$ cat config.mk
export PLATFORM = sky130hd
export DESIGN_NAME = wb_arb2_mem
export DESIGN_NICKNAME = d
export VERILOG_FILES = /design/src/rtl/wb_arb2_mem.sv
export SDC_FILE = /design/constraint.sdc
export NUM_CORES = 1
export LEC_CHECK = 0
export CAP_MARGIN = 40
export CORE_MARGIN = 5
export CORE_UTILIZATION = 25
export CTS_BUF_LIST = sky130_fd_sc_hd__clkbuf_16
export DETAILED_ROUTE_END_ITERATION = 10
export GPL_ROUTABILITY_DRIVEN = 0
export GPL_TIMING_DRIVEN = 0
export PLACE_DENSITY = 0.79
export SLEW_MARGIN = 30
export SYNTH_ARGS = -nofsm -noshare
export SYNTH_HDL_FRONTEND = slang
export SYNTH_SLANG_ARGS = --single-unit
$ cat constraint.sdc
create_clock -name CLK_I -period 2 [get_ports CLK_I]
set_input_delay 0.5 -clock CLK_I [delete_from_list [all_inputs] [get_ports CLK_I]]
set_output_delay 0.5 -clock CLK_I [all_outputs]
set_load 0.005 [all_outputs]
$ cat src/rtl/wb_arb2_mem.sv
// Two-master Wishbone arbiter in front of a single memory slave.
// Round-robin on ties, no preemption, and a per-transfer watchdog that
// answers a stuck strobe with a one-cycle ERR to the granted master.
//
// state  | meaning
// IDLE   | no master owns the slave, slave request side driven to zero
// GRANT0 | master 0 owns the slave until it drops M0_CYC_I
// GRANT1 | master 1 owns the slave until it drops M1_CYC_I
module wb_arb2_mem #(
    parameter int AW  = 3,
    parameter int DW  = 32,
    parameter int TMO = 15
) (
    input  logic          CLK_I,
    input  logic          RST_I,
    input  logic          M0_CYC_I,
    input  logic          M0_STB_I,
    input  logic          M0_WE_I,
    input  logic [AW-1:0] M0_ADR_I,
    input  logic [DW-1:0] M0_DAT_I,
    output logic [DW-1:0] M0_DAT_O,
    output logic          M0_ACK_O,
    output logic          M0_ERR_O,
    input  logic          M1_CYC_I,
    input  logic          M1_STB_I,
    input  logic          M1_WE_I,
    input  logic [AW-1:0] M1_ADR_I,
    input  logic [DW-1:0] M1_DAT_I,
    output logic [DW-1:0] M1_DAT_O,
    output logic          M1_ACK_O,
    output logic          M1_ERR_O,
    output logic          S_STB_O,
    output logic          S_WE_O,
    output logic [AW-1:0] S_ADR_O,
    output logic [DW-1:0] S_DAT_O,
    input  logic [DW-1:0] S_DAT_I,
    input  logic          S_ACK_I,
    output logic [1:0]    GNT_O
);

    typedef enum logic [1:0] {
        IDLE   = 2'd0,
        GRANT0 = 2'd1,
        GRANT1 = 2'd2
    } state_t;

    state_t     state;
    state_t     state_nxt;
    logic       last_gnt;     // 1: master 1 was the last owner
    logic [7:0] wd_cnt;

    logic granted;
    logic cyc_g;
    logic stb_g;
    logic req;
    logic expire;
    logic ack_g;
    logic err_g;

    assign granted = (state != IDLE);
    assign GNT_O   = {state == GRANT1, state == GRANT0};

    // Route the owning master onto the slave request side; zeros when idle.
    always_comb begin
        cyc_g   = 1'b0;
        stb_g   = 1'b0;
        S_WE_O  = 1'b0;
        S_ADR_O = '0;
        S_DAT_O = '0;
        case (state)
            GRANT0: begin
                cyc_g   = M0_CYC_I;
                stb_g   = M0_STB_I;
                S_WE_O  = M0_WE_I;
                S_ADR_O = M0_ADR_I;
                S_DAT_O = M0_DAT_I;
            end
            GRANT1: begin
                cyc_g   = M1_CYC_I;
                stb_g   = M1_STB_I;
                S_WE_O  = M1_WE_I;
                S_ADR_O = M1_ADR_I;
                S_DAT_O = M1_DAT_I;
            end
            default: ;
        endcase
    end

    // A slave ACK in the last watchdog cycle wins over the timeout.
    // Outputs are held quiet while reset is high so an aborted transfer
    // never completes or errors in the cycle it is killed.
    assign req      = granted & cyc_g & stb_g;
    assign expire   = req & ~S_ACK_I & (wd_cnt == 8'(TMO - 1));
    assign S_STB_O  = req & ~expire & ~RST_I;
    assign ack_g    = S_ACK_I & granted & stb_g & ~RST_I;
    assign err_g    = expire & ~RST_I;

    assign M0_ACK_O = ack_g & (state == GRANT0);
    assign M1_ACK_O = ack_g & (state == GRANT1);
    assign M0_ERR_O = err_g & (state == GRANT0);
    assign M1_ERR_O = err_g & (state == GRANT1);
    assign M0_DAT_O = S_DAT_I;
    assign M1_DAT_O = S_DAT_I;

    // Next owner: round-robin on ties from idle, hold while CYC stays high.
    always_comb begin
        state_nxt = state;
        case (state)
            IDLE: begin
                if (M0_CYC_I && M1_CYC_I) state_nxt = last_gnt ? GRANT0 : GRANT1;
                else if (M0_CYC_I)        state_nxt = GRANT0;
                else if (M1_CYC_I)        state_nxt = GRANT1;
            end
            GRANT0: if (!M0_CYC_I) state_nxt = M1_CYC_I ? GRANT1 : IDLE;
            GRANT1: if (!M1_CYC_I) state_nxt = M0_CYC_I ? GRANT0 : IDLE;
            default: state_nxt = IDLE;
        endcase
    end

    // Grant state, last-owner memory and watchdog counter.
    always_ff @(posedge CLK_I) begin
        if (RST_I) begin
            state    <= IDLE;
            last_gnt <= 1'b1;
            wd_cnt   <= 8'd0;
        end else begin
            state <= state_nxt;
            if (state == GRANT0 && !M0_CYC_I) last_gnt <= 1'b0;
            if (state == GRANT1 && !M1_CYC_I) last_gnt <= 1'b1;
            if (state_nxt != state || !S_STB_O || S_ACK_I) wd_cnt <= 8'd0;
            else                                           wd_cnt <= wd_cnt + 8'd1;
        end
    end

endmodule

==> results.py <==
metrics = {
    "run_status": {
        "status": "complete, but fails checks",
        "violations": "negative setup slack",
    },
    "pwr": {
        "leakage_nw": 1.86,
        "vdd_drop_max_v": 0.000241,
        "power_density_nw_per_um2": 386,
    },
    "drt": {
        "vias": 2582,
        "via_per_inst": 4.60,
        "wl_per_cell_um": 16.7,
        "antenna_left": 0,
        "drtIter0Drc": 49,
        "drc": 0,
        "first_pass_iters": 4,
        "routed_wl_um": 9380,
    },
    "synthesis": {
        "syn_inst": 246,
        "synth_area_leaders": "buf_4, a22oi_1, nor2b_1, dfxtp_1, ha_1",
        "yosys_warnings": 0,
        "yosys.area.top_type": "buf_4",
        "synthTopCellsByCount": "buf_4, a22oi_1, nor2b_1",
        "yosysTopAreaCellShare_pct": 28.1,
        "synth.avg_cell_area_um2": 7.50,
        "synthFlopType": "dfxtp_1",
        "synth-async-reset-ratio_pct": 0,
        "synth_area_um2": 1850,
        "synth_edf_count": 0,
        "yosysMostFrequentCell": "buf_4",
        "syn_nets": 363,
        "synth_cell_type_count": 35,
        "ys_seq_area_share_pct": 11.9,
        "synth_seq_cells": 11,
    },
    "final_layout": {
        "fin_nets": 580,
        "nFillCells": 631,
        "multi_input_area_um2": 1430,
        "seqCellArea_um2": 228,
        "utilization_pct": 62.9,
        "diodes": 0,
        "areaGrowthSynthToFinish_pct": 146,
        "drive_above_1_share_pct": 49.4,
    },
    "timing": {
        "setup_tns_ns": -7.24,
        "worst_slew_pin_slew_ns": 0.331,
        "setup-violations-final": 41,
        "hold_viol_final": 0,
        "layout_min_cycle_time_ns": 2.25,
        "fmax_ghz": 0.444,
        "setup_slack_ns": -0.255,
        "fin_skew_ns": 0.00339,
        "final_max_slew_viol_count": 0,
        "timing.slew.headroom_pct": 77.7,
        "rsz0062_at_grt": "true",
        "min_period_over_period_pct": 113,
    },
    "clock_tree": {
        "cts_buffers": 3,
        "cts_tree": "built",
        "htree_levels": 1,
        "worstSkewPairLatency_ns": 0.24,
        "cts_sinks": 11,
        "clkSlewWorstSetupHoldPaths_ns": 0.04,
        "clk_path_buf_depth": 2,
        "clock-root-buffer": "clkbuf_16",
        "cts_hold_buf": 0,
    },
    "placement": {
        "pre_cts_ws_ns": -0.850,
        "dpl.hpwl_um": 7230,
        "io_buffers": 183,
    },
    "worst_setup_path": {
        "path_max_fanout": 4,
        "path_cells": "inv_4 -> ha_4 -> buf_6 -> a22oi_2 -> nor4_4 -> nor2b_2 -> and2_1 -> buf_2",
        "crit_type": "reg2out",
        "cp.required_ns": 1.50,
        "start_kind": "register",
        "worstSetupEndpointType": "output pin",
        "path_delay_family": "simple AND/OR/NAND/NOR gates",
        "crit_path_top_delay_cell": "dfxtp_4",
        "max_stage_delay_ns": 0.36,
        "cp.arrival_ns": 1.75,
        "crit_buf_inv": 3,
    },
    "die": {
        "die_w_um": 95.9,
        "core-area_um2": 7210,
        "rows": 31,
        "die_area_um2": 9200,
        "fp.dieH_um": 95.9,
        "start_util_pct": 25.6,
        "io_pins": 218,
    },
    "grt": {
        "antenna_found_initial": 0,
        "grt_pass1_wl_um": 13400,
        "grt_max_degree": 11,
        "track_usage_pct": 18.3,
        "grt_overflow": 0,
        "grt_pass1_vias": 2751,
    },
    "run": {
        "maxCapViolations": 0,
    },
    "worst_hold_path": {
        "min-delay-path-class": "reg2reg",
    },
}
-- metal layers --
layer	vias up	wire length (um)	global-route usage, %
met4	0	178	3.55
met5	-	0	0
li1	1228	-	-
met1	1203	3240	19.5
met2	135	5040	34.5
met3	16	923	6.49
-- path summary, 6_finish.rpt --
kind	endpoint	from	depth (start not counted)	slack, ns
hold / removal	wd_cnt[0]	wd_cnt[0]	1	0.55
setup reg to reg	wd_cnt[7]	state[1]	11	0.02
hold reg to reg	wd_cnt[0]	wd_cnt[0]	1	0.55
setup / recovery	M0_ERR_O	state[1]	8	-0.25
-- flip-flops by register name (all words and copies together), names as in the netlist --
| name | count |
|---|---|
| last_gnt | 1 |
| wd_cnt | 8 |
| state | 2 |
-- repair_timing --
item                       in CTS  in global routing
pin swaps                       9                 31
setup buffers                  14                 12
gates resized for setup       245                 54
gates cloned                    5                  1
setup endpoints to repair      41                 49
-- cells in the final DEF, fill, tap and decap left out, types with 3 or more instances in the layout --
cell type        netlist  routed
a22oi_2                1      35
dfxtp_1               11       9
buf_8                  0       4
xnor2_1                4       4
nor4_2                 0       5
nor2b_2                0       5
clkbuf_16              0       7
buf_4                 69      89
buf_6                  0       7
nor4_4                 1       5
a21oi_1                7       6
nand2_1                4       4
ha_4                   0       3
nor3_1                 4       3
nor2b_4                0       3
clkbuf_8               0       4
nor2b_1               38      30
nor2_1                 5       5
nand2b_1               7       6
nand3_1                3       3
buf_2                  2      38
a22oi_1               38       4
clkdlybuf4s50_1        0     139
ha_1                   6       3
-- where the power goes --
group,internal (mW),switching [mW]
sequential,0.226,0.0102
clock,0.265,0.107
combinational,0.724,0.418
total,1.21,0.535
-- cell type report --
type,count,share of cell area [%]
plain buffers,79,15.4
repair buffers,214,43.1
well taps,99,2.73
clock buffers,3,1.66
clock inverters,1,0.110
multi-input cells,149,31.5
inverters,5,0.524
flip-flops and latches,11,5.02
-- metrics by stage --
step	hold slack [ns]	instance area, um^2	std cells	power [mW]
6_report	0.554	4530	561	1.75
5_1_grt	0.621	4530	561	1.85
4_1_cts	0.518	4280	551	1.64
3_5_place_dp	0.510	3800	528	1.06
3_3_place_gp	0.490	3800	528	1.04
2_1_floorplan	0.472	1850	246	0.611
-- cells by family (layout without fill, tap and decap cells) --
group / Yosys count / after routing / share of synthesized area (%)
and+or+nand+nor: 78 / 78 / 25.7
DFF: 11 / 11 / 11.9
xor gates and xnor gates: 6 / 6 / 2.85
AOI/OAI and AO/OA: 59 / 59 / 23.8
buffers and inverters: 86 / 302 / 31.7
adders and majority gates: 6 / 6 / 4.07
No activity file was read; power rests on OpenSTA's default activity.
==> RTL change 1: new RTL, config.mk and constraints unchanged <==
Register the outputs `M0_ERR_O` and `M1_ERR_O`, with the module's reset; this adds one clock of latency there. The other outputs are not delayed to match.
--- a/src/rtl/wb_arb2_mem.sv
+++ b/src/rtl/wb_arb2_mem.sv
@@ -98,6 +98,13 @@
     assign M0_ACK_O = ack_g & (state == GRANT0);
     assign M1_ACK_O = ack_g & (state == GRANT1);
-    assign M0_ERR_O = err_g & (state == GRANT0);
-    assign M1_ERR_O = err_g & (state == GRANT1);
+    always_ff @(posedge CLK_I) begin
+        if (RST_I) begin
+            M0_ERR_O <= '0;
+            M1_ERR_O <= '0;
+        end else begin
+            M0_ERR_O <= err_g & (state == GRANT0);
+            M1_ERR_O <= err_g & (state == GRANT1);
+        end
+    end
     assign M0_DAT_O = S_DAT_I;
     assign M1_DAT_O = S_DAT_I;
Check against the original RTL: same outputs for any inputs over 10 cycles, from zero or initial values and one cycle with RST_I high; that may be too few to reach the edited logic, so the function may still have changed.
==> RTL change 1 against the unedited design <==
  * The flow still finishes with violations (negative setup slack)
  * Global-route usage fell by 0.16 points
  * Clock power barely moved
  * Sequential cell count rose by 2
  * Routed wire length fell by 5.4%
  * Power fell by 1.8%
  * Area after synthesis fell by 0.95%
  * Worst hold slack got worse by 0.020 ns
  * Final cell count fell by 3.7%
  * Synthesized cell count fell by 2.8%
  * Non-clock buffer count fell by 15
  * Cell area fell by 3.9%
  * Sequential power rose by 16%
  * Via count fell by 7.9%
  * Setup slack got worse by 0.22 ns
==> RTL change 1: results (changes against the unedited design) <==
========================================================================================
Setup TNS Final ...........................................................     -9.90 ns   -2.66 ns
Starting DRC count in detailed routing ....................................           40   -18%
Number of failing setup endpoints in the final timing report ..............           47   +15%
Dominant cells by area after synthesis .................................... sky130_fd_sc_hd__buf_4 27%, sky130_fd_sc_hd__a22oi_1 15%, sky130_fd_sc_hd__dfxtp_1 14%
Violations in the final reports ........................................... negative setup slack
CTS clk-pin slew, worst paths .............................................      0.05 ns
Number of global-route vias before repair .................................         2638   -4.1%
Placed wire-length estimate after detailed placement ......................      7.26 mm   +0.42%
First-pass GRT wire length ................................................      12.8 mm   -3.8%
Peak VDD IR ...............................................................     0.230 mV   -4.4%
Run status ................................................................ finished with violations
Wire length reported by the detailed router ...............................      8.87 mm   -5.4%
Initial antenna violation count ...........................................            0   unchanged
Most frequent cells after synthesis ....................................... 65 x sky130_fd_sc_hd__buf_4, 37 x sky130_fd_sc_hd__a22oi_1, 37 x sky130_fd_sc_hd__nor2b_1
Layout cell share with drive strength beyond 1 ............................        0.401   -0.0921
Via total after detailed routing ..........................................         2377   -7.9%
LEAKAGE ...................................................................      1.75 nW   -6.2%
Yosys Warn Count ..........................................................            0   unchanged
Post-route worst setup slack ..............................................    -0.473 ns   -0.219 ns
Met3 wire length ..........................................................       882 um   -4.4%
Total routing usage reported by global routing ............................        0.181   -0.00158
Top flop regs ............................................................. wd_cnt: 8 flops, state: 2 flops
Highest net fanout along the worst path ...................................            2   -2
Portion of the post-synthesis area used by sequential elements ............        0.142   +0.0230
Worst Hold Class ..........................................................      reg2reg
Fin nets ..................................................................          559   -3.6%
Detailed-routing wirelength on met1 .......................................      2.75 mm   -15%
Number of port buffers ....................................................          185   +1.1%
Number of levels the H-tree was split into ................................            1   unchanged
Number of search-and-repair iterations in the first detailed-routing pass .            4   unchanged
Final Skew ................................................................   0.00371 ns   +0.000322 ns
Clock latency of the later-clocked register in the worst-skew pair ........      0.24 ns   about the same
Place WS ..................................................................     -1.02 ns   -0.171 ns
Worst endpoint data arrival time ..........................................      1.97 ns   +0.22 ns
Leading register cell type out of synthesis ............................... sky130_fd_sc_hd__dfxtp_1
Count of filler cells inserted in the layout ..............................          615   -2.5%
Met2 routed wirelength ....................................................      5.06 mm   +0.46%
Max transition margin .....................................................        0.648   -0.129
Syn nets ..................................................................          356   -1.9%
========================================================================================
RTL change 1: where the power goes:
group	switching, W	total [W]	internal, W	leakage, nW
clock network	0.000110	0.000373	0.000264	0.0423
logic	0.000392	0.00107	0.000682	1.60
registers	0.00000563	0.000273	0.000267	0.106
RTL change 1: cell type report:
cell class | count | area (um^2) | share of cell area
buffer | 78 | 714 | 0.164
clock buffer | 3 | 75.1 | 0.0172
sequential | 13 | 268 | 0.0615
tap | 99 | 124 | 0.0284
multi-input combinational | 139 | 1230 | 0.283
inverter | 7 | 28.8 | 0.00661
clock inverter | 1 | 3.75 | 0.000862
timing repair buffer | 200 | 1910 | 0.438
RTL change 1: critical path, cell delays in order (launching register included):
cell	delay, ns
sky130_fd_sc_hd__dfxtp_4	0.35
sky130_fd_sc_hd__inv_4	0.04
sky130_fd_sc_hd__ha_4	0.26
sky130_fd_sc_hd__or3b_4	0.38
sky130_fd_sc_hd__or3b_4	0.38
sky130_fd_sc_hd__and2b_2	0.22
sky130_fd_sc_hd__buf_6	0.09
RTL change 1: path summary, 6_finish.rpt:
check	from	cells after the start	end	slack, ns
setup / recovery	state[1]	6	S_STB_O	-0.47
hold / removal	wd_cnt[0]	1	wd_cnt[0]	0.53
setup reg to reg	state[1]	8	wd_cnt[1]	-0.20
hold reg to reg	wd_cnt[0]	1	wd_cnt[0]	0.53
RTL change 1: cell families (layout without fill, tap and decap cells):
family / Yosys count / in the layout / share of synthesized area
buf+inv: 87 / 289 / 0.316
simple gates: 76 / 76 / 0.260
compound gates: 50 / 50 / 0.206
fa+ha+maj: 6 / 6 / 0.0411
mux: 1 / 1 / 0.00548
xor+xnor: 6 / 6 / 0.0287
flops: 13 / 13 / 0.142
RTL change 1: repair_timing:
item | in CTS | in global routing
endpoints found under the setup margin | 47 | 47
setup buffers | 12 | 3
cloned | 0 | 0
pin swaps | 9 | 4
resized for setup | 165 | 36
RTL change 1: per-layer routing:
layer,vias to the layer above,global-route usage
li1,1173,-
met1,1082,0.159
met2,108,0.364
met3,14,0.0773
met4,0,0.0581
met5,-,0
RTL change 1: metrics by stage:
stage | instance area (um^2) | std cells | power [W]
final | 4360 | 540 | 0.00172
after global routing | 4360 | 540 | 0.00182
after CTS | 4290 | 538 | 0.00169
after detailed placement | 3830 | 523 | 0.00115
after global placement | 3830 | 523 | 0.00113
after floorplan | 1850 | 239 | 0.000689
==> RTL change 2: new RTL, config.mk and constraints unchanged <==
Without the edit above. `DW`: 32 -> 36.
--- a/src/rtl/wb_arb2_mem.sv
+++ b/src/rtl/wb_arb2_mem.sv
@@ -9,5 +9,5 @@
 module wb_arb2_mem #(
     parameter int AW  = 3,
-    parameter int DW  = 32,
+    parameter int DW  = 36,
     parameter int TMO = 15
 ) (
Ports: changed (6 resized); port bits go from 218 to 242. The function was not compared with the original's and may differ.
==> RTL change 2 against the unedited design <==
  * The flow still finishes with violations (negative setup slack)
  * Worst hold slack got worse by 0.072 ns
  * Cell area rose by 6.8%
  * Sequential cell count stayed put
  * Routed wire length up 2.6%
  * Combinational power is 28% higher
  * Power increased by 18%
  * Area after synthesis is 4.1% higher
  * Sequential share of layout area is 0.32 points lower
  * Clock power down 4%
  * Setup slack better by 0.023 ns
  * Maximum frequency up 1.0%
  * Register-to-register slack better by 0.19 ns
  * Critical path type unchanged
  * Highest routed layer unchanged
==> RTL change 2: results (changes against the unedited design) <==
=============================================================================
Placed wire-length estimate after detailed placement ...........      7.37 mm   +1.9%
Cell family with most CP delay .................................   flip-flops
Run status ..................................................... finished with violations
Total routing usage reported by global routing .................        0.187   +0.00402
Hold_sp ........................................................     last_gnt
Die outline area ...............................................    9540 um^2   +3.6%
Portion of the post-synthesis area used by sequential elements .        0.115   -0.00466
Most frequent cells after synthesis ............................ 74 x sky130_fd_sc_hd__buf_4, 43 x sky130_fd_sc_hd__nor2b_1, 41 x sky130_fd_sc_hd__a22oi_1
Net switching power ............................................   0.000631 W   +18%
Dominant cells by area after synthesis ......................... sky130_fd_sc_hd__buf_4 29%, sky130_fd_sc_hd__a22oi_1 16%, sky130_fd_sc_hd__nor2b_1 14%
Wire length reported by the detailed router ....................      9.62 mm   +2.6%
Violations in the final reports ................................ negative setup slack
Buffers outside the clock class ................................          332   +13%
Dpl cell area ..................................................    4080 um^2   +7.3%
Multi-input gates ..............................................          150   +0.67%
Invs w/o clock .................................................            6   +1
Placed cell count ..............................................          561   +6.3%
Gate count after technology mapping ............................          256   +4.1%
Starting DRC count in detailed routing .........................           37   -24%
Buffering overhead .............................................        0.631   +0.0463
Worst endpoint data arrival time ...............................      1.73 ns   -0.02 ns
Final Skew .....................................................   0.00204 ns   -0.00136 ns
Count of filler cells inserted in the layout ...................          652   +3.3%
Area taken by multi-input logic gates ..........................    1330 um^2   -7.2%
Highest net fanout along the worst path ........................            5   +1
Comb pwr share .................................................        0.709   +0.057
Fin nets .......................................................          633   +9.1%
Post-route worst setup slack ...................................    -0.232 ns   +0.0227 ns
Place WS .......................................................    -0.837 ns   +0.0132 ns
R2R Setup Slk ..................................................      0.21 ns   +0.19 ns
Hold worst-path end ............................................     last_gnt
Number of cells in the finished layout apart from fillers ......          605   +7.8%
Smallest hold slack ............................................     0.482 ns   -0.0721 ns
Layout cell share with drive strength beyond 1 .................        0.469   -0.0243
Setup TNS Final ................................................     -6.07 ns   +1.17 ns
Number of failing setup endpoints in the final timing report ...           43   +4.9%
Number of port buffers .........................................          203   +11%
Slew of the pin with the lowest slew margin ....................     0.611 ns   +0.280 ns
Critical register-to-register path endpoint ....................    wd_cnt[5]
First-pass GRT wire length .....................................      14.7 mm   +10%
Clock power frac ...............................................        0.173   -0.040
Overall power consumption ......................................    0.00206 W   +18%
=============================================================================
## RTL change 2: what timing repair did
item	CTS	global route
setup endpoints to repair	47	49
hold buffers	0	0
pin swaps	45	9
resized for setup	294	14
gates cloned	5	1
setup buffers	32	6
## RTL change 2: metal layers
layer,vias to the layer above,GRT usage,part of all wire
met5,-,0,0
met1,1250,0.204,0.37
met2,128,0.369,0.56
met3,8,0.0395,0.064
li1,1320,-,-
met4,0,0.0298,0.0095
## RTL change 2: cells by family (layout without fill, tap and decap cells)
group                    Yosys count  count (layout)  share of synthesized area
buffers and inverters             95             342                      0.332
XOR/XNOR                           6               6                     0.0274
multiplexers                       1               1                    0.00521
flip-flops                        11              11                      0.115
AND/OR/NAND/NOR                   80              80                      0.255
adder cells (fa/ha/maj)            6               6                     0.0391
AO/OA/AOI/OAI                     57              57                      0.226
